===== config.mk =====
export PLATFORM = sky130hd
export DESIGN_NAME = mac_feeder_flat
export DESIGN_NICKNAME = d
export VERILOG_FILES = /design/src/rtl/mac_feeder_pkg.sv /design/src/rtl/mac_feeder_if.sv /design/src/rtl/mac_feeder_beat_counter.sv /design/src/rtl/mac_feeder.sv /design/src/flat_wrapper.sv
export SDC_FILE = /design/constraint.sdc
export NUM_CORES = 1
export LEC_CHECK = 0
export CORE_ASPECT_RATIO = 0.5
export CORE_UTILIZATION = 44
export CTS_CLUSTER_DIAMETER = 200
export DETAILED_ROUTE_END_ITERATION = 6
export GPL_TIMING_DRIVEN = 0
export HOLD_SLACK_MARGIN = 0.05
export MAX_ROUTING_LAYER = met4
export PLACE_DENSITY_LB_ADDON = 0.08
export SLEW_MARGIN = 10
export SYNTH_ARGS = -nofsm -noshare
export SYNTH_HDL_FRONTEND = slang
export SYNTH_SLANG_ARGS = --single-unit

===== constraint.sdc =====
create_clock -name clk -period 3.1 [get_ports clk]
set_input_delay 0.31 -clock clk [delete_from_list [all_inputs] [get_ports clk]]
set_output_delay 0.31 -clock clk [all_outputs]
set_load 0.02 [all_outputs]

===== src/rtl/mac_feeder_pkg.sv =====
// rtl/mac_feeder_pkg.sv - shared types and widths for the MAC feeder and its MAC sibling
package mac_pkg;

  localparam int DATA_WIDTH_DEF = 8;
  localparam int ACC_WIDTH      = 3 * DATA_WIDTH_DEF;

  typedef enum logic [2:0] {
    IDLE,
    CLEAR,
    RUN,
    DRAIN,
    DONE
  } feeder_state_t;

  // Accumulator width for a given operand width; the MAC uses the same rule.
  function automatic int acc_width(input int dw);
    return 3 * dw;
  endfunction

endpackage


===== src/rtl/mac_feeder_if.sv =====
// rtl/mac_feeder_if.sv - upstream operand-pair handshake into the feeder
interface mac_feeder_if #(
  parameter int DATA_WIDTH = 8
);

  logic [DATA_WIDTH-1:0] a_in;
  logic [DATA_WIDTH-1:0] b_in;
  logic                  in_valid;
  logic                  in_ready;

  modport master (
    output a_in,
    output b_in,
    output in_valid,
    input  in_ready
  );

  modport slave (
    input  a_in,
    input  b_in,
    input  in_valid,
    output in_ready
  );

endinterface


===== src/rtl/mac_feeder_beat_counter.sv =====
// rtl/mac_feeder_beat_counter.sv - counts accepted pairs and flags the final beat
module beat_counter #(
  parameter int VECTOR_LEN = 8
) (
  input  logic clk,
  input  logic rst,
  input  logic clr,
  input  logic inc,
  output logic last
);

  localparam int CW = $clog2(VECTOR_LEN + 1);
  localparam logic [CW-1:0] LAST_VAL = CW'(VECTOR_LEN - 1);

  logic [CW-1:0] count;

  // Count beats; the width holds VECTOR_LEN so the count never wraps within a run.
  always_ff @(posedge clk) begin
    if (rst || clr) begin
      count <= '0;
    end else if (inc) begin
      count <= count + CW'(1);
    end
  end

  // The increment that brings the count to VECTOR_LEN is the last beat.
  assign last = inc && (count == LAST_VAL);

endmodule


===== src/rtl/mac_feeder.sv =====
// rtl/mac_feeder.sv - clear/stream/drain sequencer that feeds one dot product into the MAC
module mac_feeder
  import mac_pkg::*;
#(
  parameter int DATA_WIDTH = DATA_WIDTH_DEF,
  parameter int VECTOR_LEN = 8,
  localparam int AW        = acc_width(DATA_WIDTH)
) (
  input  logic                  clk,
  input  logic                  rst,
  input  logic                  start,
  mac_feeder_if.slave           up,
  output logic                  mac_en,
  output logic                  mac_clr,
  output logic [DATA_WIDTH-1:0] mac_a,
  output logic [DATA_WIDTH-1:0] mac_b,
  input  logic [AW-1:0]         mac_cout,
  output logic [AW-1:0]         result,
  output logic                  done,
  output logic                  busy
);

  feeder_state_t state;
  logic          in_ready_q;
  logic          drain_cnt;
  logic          beat;
  logic          last_beat;

  assign up.in_ready = in_ready_q;

  // in_ready is only ever high in RUN, so a handshake implies RUN.
  assign beat = up.in_valid && in_ready_q;

  beat_counter #(
    .VECTOR_LEN(VECTOR_LEN)
  ) u_beat_counter (
    .clk  (clk),
    .rst  (rst),
    .clr  (state == CLEAR),
    .inc  (beat),
    .last (last_beat)
  );

  // Sequencer: every MAC-facing output is registered so En/Clr see clean edges.
  always_ff @(posedge clk) begin
    if (rst) begin
      state      <= IDLE;
      in_ready_q <= 1'b0;
      mac_en     <= 1'b0;
      mac_clr    <= 1'b0;
      mac_a      <= '0;
      mac_b      <= '0;
      result     <= '0;
      done       <= 1'b0;
      busy       <= 1'b0;
      drain_cnt  <= 1'b0;
    end else begin
      mac_en  <= 1'b0;
      mac_clr <= 1'b0;
      case (state)
        IDLE: begin
          if (start) begin
            busy  <= 1'b1;
            state <= CLEAR;
          end
        end
        CLEAR: begin
          mac_clr    <= 1'b1;
          drain_cnt  <= 1'b0;
          in_ready_q <= 1'b1;
          state      <= RUN;
        end
        RUN: begin
          if (beat) begin
            mac_en <= 1'b1;
            mac_a  <= up.a_in;
            mac_b  <= up.b_in;
            if (last_beat) begin
              in_ready_q <= 1'b0;
              state      <= DRAIN;
            end
          end
        end
        DRAIN: begin
          // First cycle carries the last registered En; the MAC has updated by the second.
          if (drain_cnt) begin
            result <= mac_cout;
            done   <= 1'b1;
            busy   <= 1'b0;
            state  <= DONE;
          end else begin
            drain_cnt <= 1'b1;
          end
        end
        DONE: begin
          if (start) begin
            done   <= 1'b0;
            result <= '0;
            busy   <= 1'b1;
            state  <= CLEAR;
          end
        end
        default: begin
          state <= IDLE;
        end
      endcase
    end
  end

endmodule


===== src/flat_wrapper.sv =====
// flat-port wrapper written by rule: the top's interface ports become plain ports
module mac_feeder_flat import mac_pkg::*;
#(
  parameter int DATA_WIDTH = DATA_WIDTH_DEF,
  parameter int VECTOR_LEN = 8,
  localparam int AW        = acc_width(DATA_WIDTH)
)
  (clk, rst, start, mac_en, mac_clr, mac_a, mac_b, mac_cout, result, done, busy, up_a_in, up_b_in, up_in_valid, up_in_ready);
  mac_feeder_if #(.DATA_WIDTH(DATA_WIDTH)) up_i ();
  input  logic clk;
  input  logic rst;
  input  logic start;
  output logic mac_en;
  output logic mac_clr;
  output logic [DATA_WIDTH-1:0] mac_a;
  output logic [DATA_WIDTH-1:0] mac_b;
  input  logic [AW-1:0] mac_cout;
  output logic [AW-1:0] result;
  output logic done;
  output logic busy;
  input wire logic [$bits(up_i.a_in)-1:0] up_a_in;
  input wire logic [$bits(up_i.b_in)-1:0] up_b_in;
  input wire logic [$bits(up_i.in_valid)-1:0] up_in_valid;
  output wire logic [$bits(up_i.in_ready)-1:0] up_in_ready;
  assign up_i.a_in = up_a_in;
  assign up_i.b_in = up_b_in;
  assign up_i.in_valid = up_in_valid;
  assign up_in_ready = up_i.in_ready;
  mac_feeder #(.DATA_WIDTH(DATA_WIDTH), .VECTOR_LEN(VECTOR_LEN)) u_core (.clk(clk), .rst(rst), .start(start), .up(up_i), .mac_en(mac_en), .mac_clr(mac_clr), .mac_a(mac_a), .mac_b(mac_b), .mac_cout(mac_cout), .result(result), .done(done), .busy(busy));
endmodule

==> reports/results.ini <==
[outcome]
status=finished with violations
failed_checks=design-rule violations

[sta]
fmax_mhz=584.7
report.final.hold_viol_count=0
period_share_pct=55.17
timing.final.max_slew_violations=0
clock-skew-final_ps=12.16
setup_tns_ps=0
timing.final.crit_period_ps=1710
worst_pin_slew_ps=446.7
setup_slack_ps=1390
slew_headroom_pct=70.22
rsz0062_at_grt=false
setup_violations=0

[place]
minimum_setup_slack_after_placement_ps=1174
gpl.final_weighted_congestion=0.7940
numPortBuffers=88
dp.final_hpwl_mm=3.599

[worst_setup_path]
cpPeakStageDelay_ps=650
worstSetupPathType=register to output pin
critical_path_peak_fanout=7
worst_setup_path_start_kind=register
crit_slowest_cell=sky130_fd_sc_hd__clkdlybuf4s50_1
cp-end-kind=output pin
critical_path.top_delay_family=buffers and inverters
crit_arrival_ps=1400
cp_buf_inv_count=1
cell_breakdown_of_the_critical_path=clkdlybuf4s50_1
critPathRequiredTime_ps=2790

[synthesis]
synth.cell_area_um2=2019
syn_nets=229
yosysWarnings=0
avgSynthCellArea_um2=10.98
yosysUniqueCellTypes=32
synth_seq_area_share_pct=52.54
synth-seq-cells=53
synthCells=184

[route]
number_of_vias_per_cell=5.138
detail_route.first_pass.iterations=6
drcViolationCount=18
routed_wirelength_mm=4.776
drt_iter0_drc=100
via_count=1716
drtAntennaViolNets=0
detail_route.wl_per_cell_um=14.30

[clock_network]
ctsHoldBuffers=0
clk_root_buffer_cell=sky130_fd_sc_hd__clkbuf_8
cts_max_path_buffers=2
htree_num_levels=2
post_cts_resize_count=0
tritoncts_clock_tree=built
path_clk_slew_ps=90
later_pin_clock_latency_in_the_skew_report_ps=300
post-cts-setup-buffers=0
cts_buffers=5
cts.sinks=53

[global_route]
initial_antenna_violation_count=0
largest_net_degree_at_the_start_of_global_routing=17
grt_usage_pct=20.74
gr-total-overflow=0
wire_length_of_the_first_global_routing_pass_mm=7.728
first_global_vias=1568

[pwr]
power.leakage_nw=1.110
power.ir.vdd_worst_mv=0.4352
power_per_cell_area_nw_per_um2=427.5

[floorplanning]
die-height_um=49.91
starting_density_of_the_core_pct=48.73
io_pins=89
floorplan.rows=16
floorplan.die.width_um=97.81
core_um2=4144
die-area_um2=4881

[hold_path]
hold_class=register to register

[finish]
layout-drive-gt1-share_pct=6.786
num-nets-final=324
syn2layout_area_growth_pct=52.91
antennaDiodeCount=0

[run]
cap_viol_max_count=0

synth_stat cells (all sizes together):
cell type | n | area [µm²]
or3 | 1 | 6.260
inv | 2 | 7.510
nand3b | 2 | 15.01
nor2 | 8 | 40.04
o21ai | 2 | 10.01
nor3 | 2 | 10.01
nand4b | 1 | 8.760
mux2i | 16 | 160.2
clkbuf | 4 | 15.01
a32oi | 1 | 8.760
and2b | 1 | 7.510
o41ai | 1 | 8.760
and4b | 1 | 13.76
ha | 1 | 12.51
and3 | 2 | 12.51
xor2 | 2 | 17.52
o21bai | 1 | 7.510
nor4 | 2 | 12.51
or4 | 1 | 7.510
dfxtp | 53 | 1061
buf | 7 | 58.80
a21oi | 7 | 35.03
a311oi | 1 | 26.28
nand3 | 3 | 15.01
a22oi | 1 | 7.510
nand2b | 34 | 212.7
a22o | 24 | 210.2
nand2 | 3 | 11.26
final timing paths:
| path | start | end | slack, ps | depth (start not counted) |
|---|---|---|---|---|
| worst max-delay path | u_core.up.in_ready | up_in_ready | 1390 | 1 |
| worst max register to register | u_core.state[0] | u_core.result[18] | 1530 | 4 |
| worst min register to register | u_core.mac_a[3] | u_core.mac_a[3] | 480 | 2 |
| worst min-delay path | u_core.mac_a[3] | u_core.mac_a[3] | 480 | 2 |
per-stage QoR:
step                      area (µm²)  hold WS (ps)  utilization [%]  instances  power (W)
after detailed placement        2968         463.6            71.62        326  0.0008505
after floorplan                 2019         435.5                -        184  0.0007690
after global placement          2968         458.2            71.62        326  0.0008473
after global routing            3088         500.0            74.52        334   0.001370
final                           3088         479.7            74.52        334   0.001320
after CTS                       3088         483.5            74.52        334   0.001331
logic make-up (layout without fill, tap and decap cells):
| logic type | after synthesis | in the layout | share of synthesized area (%) |
|---|---|---|---|
| muxes | 16 | 16 | 7.930 |
| and+or+nand+nor | 61 | 61 | 18.46 |
| buffers and inverters | 13 | 109 | 4.027 |
| AOI/OAI and AO/OA | 38 | 38 | 15.55 |
| adders and majority gates | 1 | 1 | 0.6195 |
| xor gates and xnor gates | 2 | 2 | 0.8676 |
| DFF | 53 | 53 | 52.54 |
flip-flops by register name, indices dropped and copies added (netlist names):
register                     count
u_core.busy                      1
u_core.done                      1
u_core.drain_cnt                 1
u_core.mac_a                     8
u_core.mac_b                     8
u_core.mac_clr                   1
u_core.mac_en                    1
u_core.result                   24
u_core.state                     3
u_core.u_beat_counter.count      4
u_core.up.in_ready               1
report_power, final:
group          internal, W  switching, W  total [W]
Clock             0.000263      0.000222   0.000485
Combinational    0.0000817     0.0000547   0.000136
Sequential        0.000690    0.00000882   0.000699
Total              0.00103      0.000286    0.00132
per-layer routing:
| metal | GRT usage, % | up-vias | part of all wire [%] |
|---|---|---|---|
| li1 | - | 847 | - |
| met1 | 27.07 | 812 | 48 |
| met2 | 32.15 | 55 | 46 |
| met3 | 5.816 | 2 | 6.2 |
| met4 | 4.545 | 0 | 0.27 |
| met5 | - | - | 0 |
area by class of cell:
| class | count | area, µm² |
|---|---|---|
| Clock inverter | 2 | 37.54 |
| Fill cell | 314 | 1056 |
| Inverter | 2 | 7.507 |
| Sequential cell | 53 | 1061 |
| Clock buffer | 6 | 82.58 |
| Timing Repair Buffer | 88 | 880.8 |
| Tap cell | 54 | 67.56 |
| Buffer | 11 | 73.82 |
| Multi-Input combinational cell | 118 | 877.1 |
layout by cell type, fill, tap and decap left out, types with 3 or more instances in the layout:
| cell | n |
|---|---|
| sky130_fd_sc_hd__mux2i_1 | 16 |
| sky130_fd_sc_hd__nor2_1 | 6 |
| sky130_fd_sc_hd__clkbuf_8 | 6 |
| sky130_fd_sc_hd__clkdlybuf4s50_1 | 88 |
| sky130_fd_sc_hd__clkbuf_1 | 4 |
| sky130_fd_sc_hd__a22o_1 | 24 |
| sky130_fd_sc_hd__buf_6 | 3 |
| sky130_fd_sc_hd__nand2_1 | 3 |
| sky130_fd_sc_hd__a21oi_1 | 7 |
| sky130_fd_sc_hd__dfxtp_1 | 53 |
| sky130_fd_sc_hd__nand2b_1 | 34 |
| sky130_fd_sc_hd__nand3_1 | 3 |
Power figures use the tool's default switching activity.
